File: src/rtl/barrel_pkg.sv
// Shared types and helpers for the sequential barrel un-shifter.
// Holds the FSM state encoding, the default data width and a single-step
// right-rotate helper usable for any width up to MaxWidth.
package barrel_pkg;

    localparam int unsigned DefaultWidth = 4;
    // Upper bound on the data width supported by rotr1.
    localparam int unsigned MaxWidth     = 64;

    typedef enum logic [1:0] {
        StIdle = 2'd0,
        StRot  = 2'd1,
        StDone = 2'd2
    } state_e;

    // Rotate the low `width` bits of `word` right by one position.
    // Bits above `width` must be zero on entry and stay zero on exit.
    function automatic logic [MaxWidth-1:0] rotr1(input logic [MaxWidth-1:0] word,
                                                  input int unsigned         width);
        logic [MaxWidth-1:0] lsb_ext;
        lsb_ext = MaxWidth'(word[0]);
        return (word >> 1) | (lsb_ext << (width - 1));
    endfunction

endpackage

File: src/rtl/seq_barrel_unshifter_if.sv
// Handshake bundle for the sequential barrel un-shifter.
// slave: the un-shifter itself; master: the upstream source / downstream sink.
interface seq_barrel_unshifter_if
    import barrel_pkg::*;
#(
    parameter int unsigned WIDTH = DefaultWidth,
    parameter int unsigned SHW   = $clog2(WIDTH)
) ();

    logic             in_valid;
    logic             in_ready;
    logic [WIDTH-1:0] in_data;
    logic [SHW-1:0]   in_shift;
    logic             out_valid;
    logic             out_ready;
    logic [WIDTH-1:0] out_data;
    logic             busy;

    modport slave (
        input  in_valid,
        input  in_data,
        input  in_shift,
        input  out_ready,
        output in_ready,
        output out_valid,
        output out_data,
        output busy
    );

    modport master (
        output in_valid,
        output in_data,
        output in_shift,
        output out_ready,
        input  in_ready,
        input  out_valid,
        input  out_data,
        input  busy
    );

endinterface

File: src/rtl/seq_barrel_unshifter.sv
// Sequential barrel un-shifter: captures a word and rotates it right by
// in_shift positions, one position per clock, undoing an upstream
// left-rotate barrel shifter. One transaction in flight at a time.
//
// Optional build macro SEQ_BARREL_UNSHIFTER_FAST_DONE_EN: shortens latency
// by folding the final rotate into the transition to DONE (and skipping ROT
// entirely for a zero shift). Results are identical in both builds.
//
// WIDTH must be a power of two, at least 2 and at most barrel_pkg::MaxWidth.
module seq_barrel_unshifter
    import barrel_pkg::*;
#(
    parameter int unsigned WIDTH = DefaultWidth,
    parameter int unsigned SHW   = $clog2(WIDTH)
) (
    input logic                  clk,
    input logic                  rst,
    seq_barrel_unshifter_if.slave bus
);

    state_e           state_q, state_d;
    logic [WIDTH-1:0] data_q, data_d;
    logic [SHW-1:0]   cnt_q, cnt_d;
    logic [WIDTH-1:0] data_rot;

    assign data_rot = WIDTH'(rotr1(MaxWidth'(data_q), WIDTH));

    // Next-state logic: accept in IDLE, count down while rotating, hold in DONE.
    always_comb begin
        state_d = state_q;
        data_d  = data_q;
        cnt_d   = cnt_q;
        unique case (state_q)
            StIdle: begin
                if (bus.in_valid) begin
                    data_d = bus.in_data;
                    cnt_d  = bus.in_shift;
`ifdef SEQ_BARREL_UNSHIFTER_FAST_DONE_EN
                    state_d = (bus.in_shift == '0) ? StDone : StRot;
`else
                    state_d = StRot;
`endif
                end
            end
            StRot: begin
`ifdef SEQ_BARREL_UNSHIFTER_FAST_DONE_EN
                // Last rotate and exit share one edge.
                if (cnt_q != '0) begin
                    data_d = data_rot;
                    cnt_d  = cnt_q - 1'b1;
                end
                if (cnt_q <= SHW'(1)) begin
                    state_d = StDone;
                end
`else
                if (cnt_q != '0) begin
                    data_d = data_rot;
                    cnt_d  = cnt_q - 1'b1;
                end else begin
                    state_d = StDone;
                end
`endif
            end
            StDone: begin
                // Input is ignored here; re-accept only happens back in IDLE.
                if (bus.out_ready) begin
                    state_d = StIdle;
                end
            end
            default: begin
                state_d = StIdle;
            end
        endcase
    end

    // State, data and count registers; reset aborts any transaction.
    always_ff @(posedge clk or posedge rst) begin
        if (rst) begin
            state_q <= StIdle;
            data_q  <= '0;
            cnt_q   <= '0;
        end else begin
            state_q <= state_d;
            data_q  <= data_d;
            cnt_q   <= cnt_d;
        end
    end

    assign bus.in_ready  = (state_q == StIdle);
    assign bus.out_valid = (state_q == StDone);
    assign bus.out_data  = data_q;
    assign bus.busy      = (state_q == StRot) || (state_q == StDone);

endmodule

File: src/flat_wrapper.sv
// flat-port wrapper written by rule: the top's interface ports become plain ports
module seq_barrel_unshifter_flat import barrel_pkg::*;
#(
    parameter int unsigned WIDTH = DefaultWidth,
    parameter int unsigned SHW   = $clog2(WIDTH)
)
  (clk, rst, bus_in_valid, bus_in_data, bus_in_shift, bus_out_ready, bus_in_ready, bus_out_valid, bus_out_data, bus_busy);
  seq_barrel_unshifter_if #(.WIDTH(WIDTH), .SHW(SHW)) bus_i ();
  input logic clk;
  input logic rst;
  input wire logic [$bits(bus_i.in_valid)-1:0] bus_in_valid;
  input wire logic [$bits(bus_i.in_data)-1:0] bus_in_data;
  input wire logic [$bits(bus_i.in_shift)-1:0] bus_in_shift;
  input wire logic [$bits(bus_i.out_ready)-1:0] bus_out_ready;
  output wire logic [$bits(bus_i.in_ready)-1:0] bus_in_ready;
  output wire logic [$bits(bus_i.out_valid)-1:0] bus_out_valid;
  output wire logic [$bits(bus_i.out_data)-1:0] bus_out_data;
  output wire logic [$bits(bus_i.busy)-1:0] bus_busy;
  assign bus_i.in_valid = bus_in_valid;
  assign bus_i.in_data = bus_in_data;
  assign bus_i.in_shift = bus_in_shift;
  assign bus_i.out_ready = bus_out_ready;
  assign bus_in_ready = bus_i.in_ready;
  assign bus_out_valid = bus_i.out_valid;
  assign bus_out_data = bus_i.out_data;
  assign bus_busy = bus_i.busy;
  seq_barrel_unshifter #(.WIDTH(WIDTH), .SHW(SHW)) u_core (.clk(clk), .rst(rst), .bus(bus_i));
endmodule
File: config.mk
export PLATFORM = sky130hd
export DESIGN_NAME = seq_barrel_unshifter_flat
export DESIGN_NICKNAME = d
export VERILOG_FILES = /design/src/rtl/barrel_pkg.sv /design/src/rtl/seq_barrel_unshifter_if.sv /design/src/rtl/seq_barrel_unshifter.sv /design/src/flat_wrapper.sv
export SDC_FILE = /design/constraint.sdc
export NUM_CORES = 1
export LEC_CHECK = 0
export CAP_MARGIN = 40
export CORE_MARGIN = 10
export CORE_UTILIZATION = 35
export DETAILED_ROUTE_END_ITERATION = 10
export MAX_ROUTING_LAYER = met4
export PLACE_DENSITY = 0.78
export SLEW_MARGIN = 40
export SYNTH_ARGS = -nofsm -noshare
export SYNTH_HDL_FRONTEND = slang
export SYNTH_SLANG_ARGS = --single-unit
File: constraint.sdc
create_clock -name clk -period 1.6 [get_ports clk]
set_clock_uncertainty 0.05 [all_clocks]
set_input_delay 0.32 -clock clk [delete_from_list [all_inputs] [get_ports clk]]
set_output_delay 0.32 -clock clk [all_outputs]
set_load 0.02 [all_outputs]
=== Word-level counts from Yosys, hierarchy flattened ===
Index checks and enable logic that the tools add are counted.

* Flip-flop bits (word level): 8
* Input bits: 10
* Output and inout port bits: 7

* Add/sub/neg operators: 1
* Eq/ne operators: 6
* Muxes and demuxes: 10
* Bitwise gates (word level): 1
* Reductions and logical operators: 6

{| class="wikitable"
|+ Operators by type and width
! operator !! number
|-
| two-way mux 2 bit || 5
|-
| two-way mux 4 bit || 2
|-
| case mux 4 bit (2 select lines) || 1
|-
| inequality test 2 bit, second input constant || 3
|-
| case mux 2 bit (3 select lines) || 1
|-
| AND reduction 3 bit || 2
|-
| OR 3 x 4 -> 4 bit || 1
|-
| case mux 2 bit (2 select lines) || 1
|-
| nonzero test 2 bit || 2
|-
| equality test 2 x 1 -> 1 bit, second input constant || 1
|-
| equality test 2 bit, second input constant || 1
|-
| zero test 2 bit || 1
|-
| inequality test 2 x 1 -> 1 bit, second input constant || 1
|-
| subtractor 2 x 1 -> 2 bit, second input constant || 1
|-
| logical OR 1 bit || 1
|}

=== Longest topological paths before layout ===
* Word-level depth: 3
* Depth in mapped cells: 6

=== Worst setup path after synthesis ===
OpenSTA, ideal clock, no wires.

* Path type: register to register
* From: register u_core.state_q[0]
* To: register u_core.data_q[0] (netlist: u_core.bus.out_data[0])
* Library setup time: 0.125 ns
* Arrival time: 1.635 ns
* Required time: 1.425 ns
* Setup slack: -0.210 ns
* Stages on the path, launching flop included: 6
* Buffers on the path: 0
* Period minus slack after synthesis: 1.810 ns
* Cells stage by stage: dfrtp_1 inv_1 ha_1 nor2b_1 a211oi_4 mux2_2

* Cells in the longest elaborated chain, start to end: 3
* Elaborated cells on any way between the ends: 7

{| class="wikitable"
|+ RTL lines
! what !! line !! source
|-
| start: declaration || seq_barrel_unshifter.sv:21 || <nowiki>state_e state_q, state_d;</nowiki>
|-
| start signal: assignment || seq_barrel_unshifter.sv:79 || <nowiki>state_q <= StIdle;</nowiki>
|-
| start signal: assignment || seq_barrel_unshifter.sv:83 || <nowiki>state_q <= state_d;</nowiki>
|-
| zero test 2 bit (*) || - ||
|-
| via bus_in_ready || flat_wrapper.sv:15 || <nowiki>output wire logic [$bits(bus_i.in_ready)-1:0] bus_in_ready;</nowiki>
|-
| inequality test 2 bit (no line) or nonzero test 2 bit (tied branches) || - ||
|-
| AND reduction 3 bit (no line) || - ||
|-
| end signal: assignment || seq_barrel_unshifter.sv:84 || <nowiki>data_q <= data_d;</nowiki>
|-
| end: declaration || seq_barrel_unshifter.sv:22 || <nowiki>logic [WIDTH-1:0] data_q, data_d;</nowiki>
|}

Mark *: on every way through the listed nets, which the timed path passes. The rest lies on a longest branch.
A chain may end at the register's enable or synchronous reset.

=== Worst setup path in the final report ===
* From: register u_core.state_q[0]
* To: register u_core.data_q[1] (netlist: u_core.bus.out_data[1])

* Cells in the longest elaborated chain, start to end: 3
* Elaborated cells on any way between the ends: 7

{| class="wikitable"
|+ RTL lines
! what !! line !! source
|-
| equality test 2 x 1 -> 1 bit or zero test 2 bit (tied branches) || seq_barrel_unshifter.sv:33 || <nowiki>unique case (state_q)</nowiki>
|-
| inequality test 2 x 1 -> 1 bit (no line) (tied with other cells) || - ||
|-
| AND reduction 3 bit (no line) || - ||
|}

Parallel ways exist; a longest one is shown, timed or not.

==> flow_metrics.py <==
metrics = {
    "run_status": {
        "status": "finished with violations",
        "violations": "setup timing",
    },
    "sta": {
        "fin_crit_sh_pct": 101,
        "finalSetupTns_ns": -0.102,
        "layout_setup_ws_ns": -0.0233,
        "report.final.slew_viol_count": 0,
        "hold_viol_final": 0,
        "max_slew_margin_pct": 78.0,
        "fin_crit_ns": 1.62,
        "setup_viol": 6,
        "grt_setup_unrepaired": "true",
        "max_freq_mhz": 616,
        "worstMarginPinSlew_ns": 0.330,
        "whs_ns": 0.274,
    },
    "cells_and_area": {
        "final_layout_size_suffix_gt1_share_pct": 53.7,
        "diodes": 0,
        "layout.nets": 85,
        "final_util_pct": 63.5,
        "design_area_um2": 847,
        "final_common_cell": "clkdlybuf4s50_1",
        "layout.cells.non_filler": 82,
        "final_cell_mix": "9 x clkdlybuf4s50_1, 7 x dfrtp_1, 6 x mux2_4",
        "synthToLayoutAreaGrowth_pct": 68.4,
    },
    "detailed_routing": {
        "wl_per_cell_um": 15.2,
        "dr.pass1.iters": 2,
        "routed_wl_mm": 1.25,
        "drc": 0,
        "vias": 386,
        "ant_nets": 0,
        "first_iter_violations": 6,
        "via_per_inst": 4.71,
    },
    "power": {
        "p_leak_nw": 0.394,
        "peakVddDrop_v": 0.00161,
        "power_per_cell_area_nw_per_um2": 2320,
        "total_power_mw": 1.96,
    },
    "synthesis": {
        "synthTopCellsByArea": "dfrtp_1 40%, mux2_2 22%, ha_1 15%, mux2i_1 6.0%, inv_1 6.0%",
        "ys_ff_latch": 8,
        "netlist_area_um2": 503,
        "synth_cells": 42,
        "ys_warn_count": 0,
        "synth_top_area_cell": "dfrtp_1",
        "netlist.area_leader.share_pct": 39.8,
        "ys_seq_area_share_pct": 39.8,
        "ys_types": 12,
        "syn_avg_cell_area_um2": 12.0,
        "syn_nets": 58,
    },
    "setup_path": {
        "crit_required_ns": 1.68,
        "r2r_start": "u_core.state_q[0]$_DFFE_PP0P_",
        "rr_endpoint": "u_core.bus.out_data[1]$_DFFE_PP0P_",
        "ff2ff_path_depth": 6,
        "path_buf_inv": 2,
        "crit_cells": 6,
        "crit_slowest_cell": "dfrtp_1",
        "critPathMaxStageDelay_ns": 0.42,
        "crit_fanout": 5,
        "critPathCaptureType": "register",
        "path_cells": "inv_2 -> ha_4 -> nor2b_4 -> a211oi_4 -> buf_6 -> mux2_4",
        "crit_type": "register to register",
        "crit_arrival_ns": 1.70,
        "r2r_setup_slack_ns": -0.02,
        "worst_setup_path_start_kind": "register",
        "cpLargestDelayFamily": "flip-flops",
    },
    "clocking": {
        "worstSkewPairLatency_ns": 0.25,
        "cts_buffer_depth": 2,
        "cts-htree-levels": 1,
        "clkSinkCount": 8,
        "cts_buffers": 3,
        "clk_pin_slew_ns": 0.06,
        "cts_root_buf": "clkbuf_4",
        "cts_tree": "yes",
        "cts-hold-fix-buffers": 0,
    },
    "flow_run": {
        "cap_viol_max_count": 0,
    },
    "global_routing": {
        "grt_start_max_net_pins": 9,
        "grt_overflow": 0,
        "grt_first_pass_wirelength_mm": 1.99,
        "grt_antenna_before_repair": 0,
        "grt_pass1_vias": 417,
        "groute.usage.overall_pct": 7.78,
    },
    "floorplan": {
        "fp.dieH_um": 57.9,
        "core_um2": 1330,
        "initial_core_util_pct": 37.7,
        "rows": 13,
        "die_w_um": 57.9,
        "io_pins": 17,
        "design.die.area_um2": 3350,
    },
    "place": {
        "placed_cell_area_um2": 768,
        "post-dp-hpwl_um": 853,
        "dp_slack_ns": -0.158,
        "place_inst": 77,
        "place.gp.congestion": 0.708,
        "port_buffers": 16,
    },
    "hold_path": {
        "hp-class": "input port to async pin",
    },
}
## timing repair
action | in CTS | in global routing
setup buffers | 2 | 0
setup endpoints to repair | 15 | 10
pin swaps | 1 | 3
gates resized for setup | 20 | 10
endpoints found under the hold margin | 0 | 0
## Yosys cell counts, drive strengths merged
| cell type | number |
|---|---|
| o21ai | 1 |
| nand2 | 1 |
| mux2 | 10 |
| a221oi | 1 |
| ha | 6 |
| a211oi | 1 |
| dfrtp | 8 |
| nor2b | 1 |
| inv | 8 |
| mux2i | 3 |
| nor2 | 1 |
| buf | 1 |
## routing by layer
metal / vias to the layer above / wire (um) / part of all wire, % / GRT usage [%]
met3: 2 / 100 / 8.0 / 2.61
met4: 0 / 30 / 2.4 / 6.04
li1: 190 / - / - / -
met5: - / 0 / 0 / -
met1: 179 / 560 / 45 / 9.09
met2: 15 / 554 / 44 / 10.6
## how the worst max path moves through the flow
stage | to | slack [ns] | from
2_1_floorplan | u_core.bus.out_data[0]$_DFFE_PP0P_ | -0.06 | u_core.state_q[0]$_DFFE_PP0P_
3_3_place_gp | u_core.bus.out_data[0]$_DFFE_PP0P_ | -0.10 | bus_in_valid
3_5_place_dp | u_core.cnt_q[0]$_DFFE_PP0P_ | -0.16 | bus_in_valid
4_1_cts | u_core.bus.out_data[2]$_DFFE_PP0P_ | -0.02 | u_core.state_q[1]$_DFFE_PP0P_
5_1_grt | u_core.bus.out_data[1]$_DFFE_PP0P_ | -0.06 | u_core.state_q[0]$_DFFE_PP0P_
6_report | u_core.bus.out_data[1]$_DFFE_PP0P_ | -0.02 | u_core.state_q[0]$_DFFE_PP0P_
## final cells by class
cell class | count | area (um2)
fillers | 104 | 487
multi-input cells | 25 | 368
repair buffers | 23 | 204
flip-flops and latches | 8 | 201
inverters | 8 | 32.5
clock buffers | 3 | 22.5
well taps | 15 | 18.8
## cell families (layout without fill, tap and decap cells)
kind of cell,after synthesis,after routing,synth area share (%)
adder cells (fa/ha/maj),6,6,14.9
AND/OR/NAND/NOR,3,3,3.23
flip-flops,8,8,39.8
buffers and inverters,9,34,6.96
AO/OA/AOI/OAI,3,3,6.72
multiplexers,13,13,28.4
## sequential cells by signal, indices dropped and copies added (netlist names)
register             cells
u_core.bus.out_data      4
u_core.cnt_q             2
u_core.state_q           2
## power breakdown
part | switching, mW | internal, mW | total (mW) | leakage, nW
combinational | 0.620 | 0.789 | 1.41 | 0.287
clock | 0.0682 | 0.0858 | 0.154 | 0.0138
sequential | 0.0865 | 0.316 | 0.402 | 0.0932
total | 0.774 | 1.19 | 1.96 | 0.394
Power figures use the tool's default switching activity.
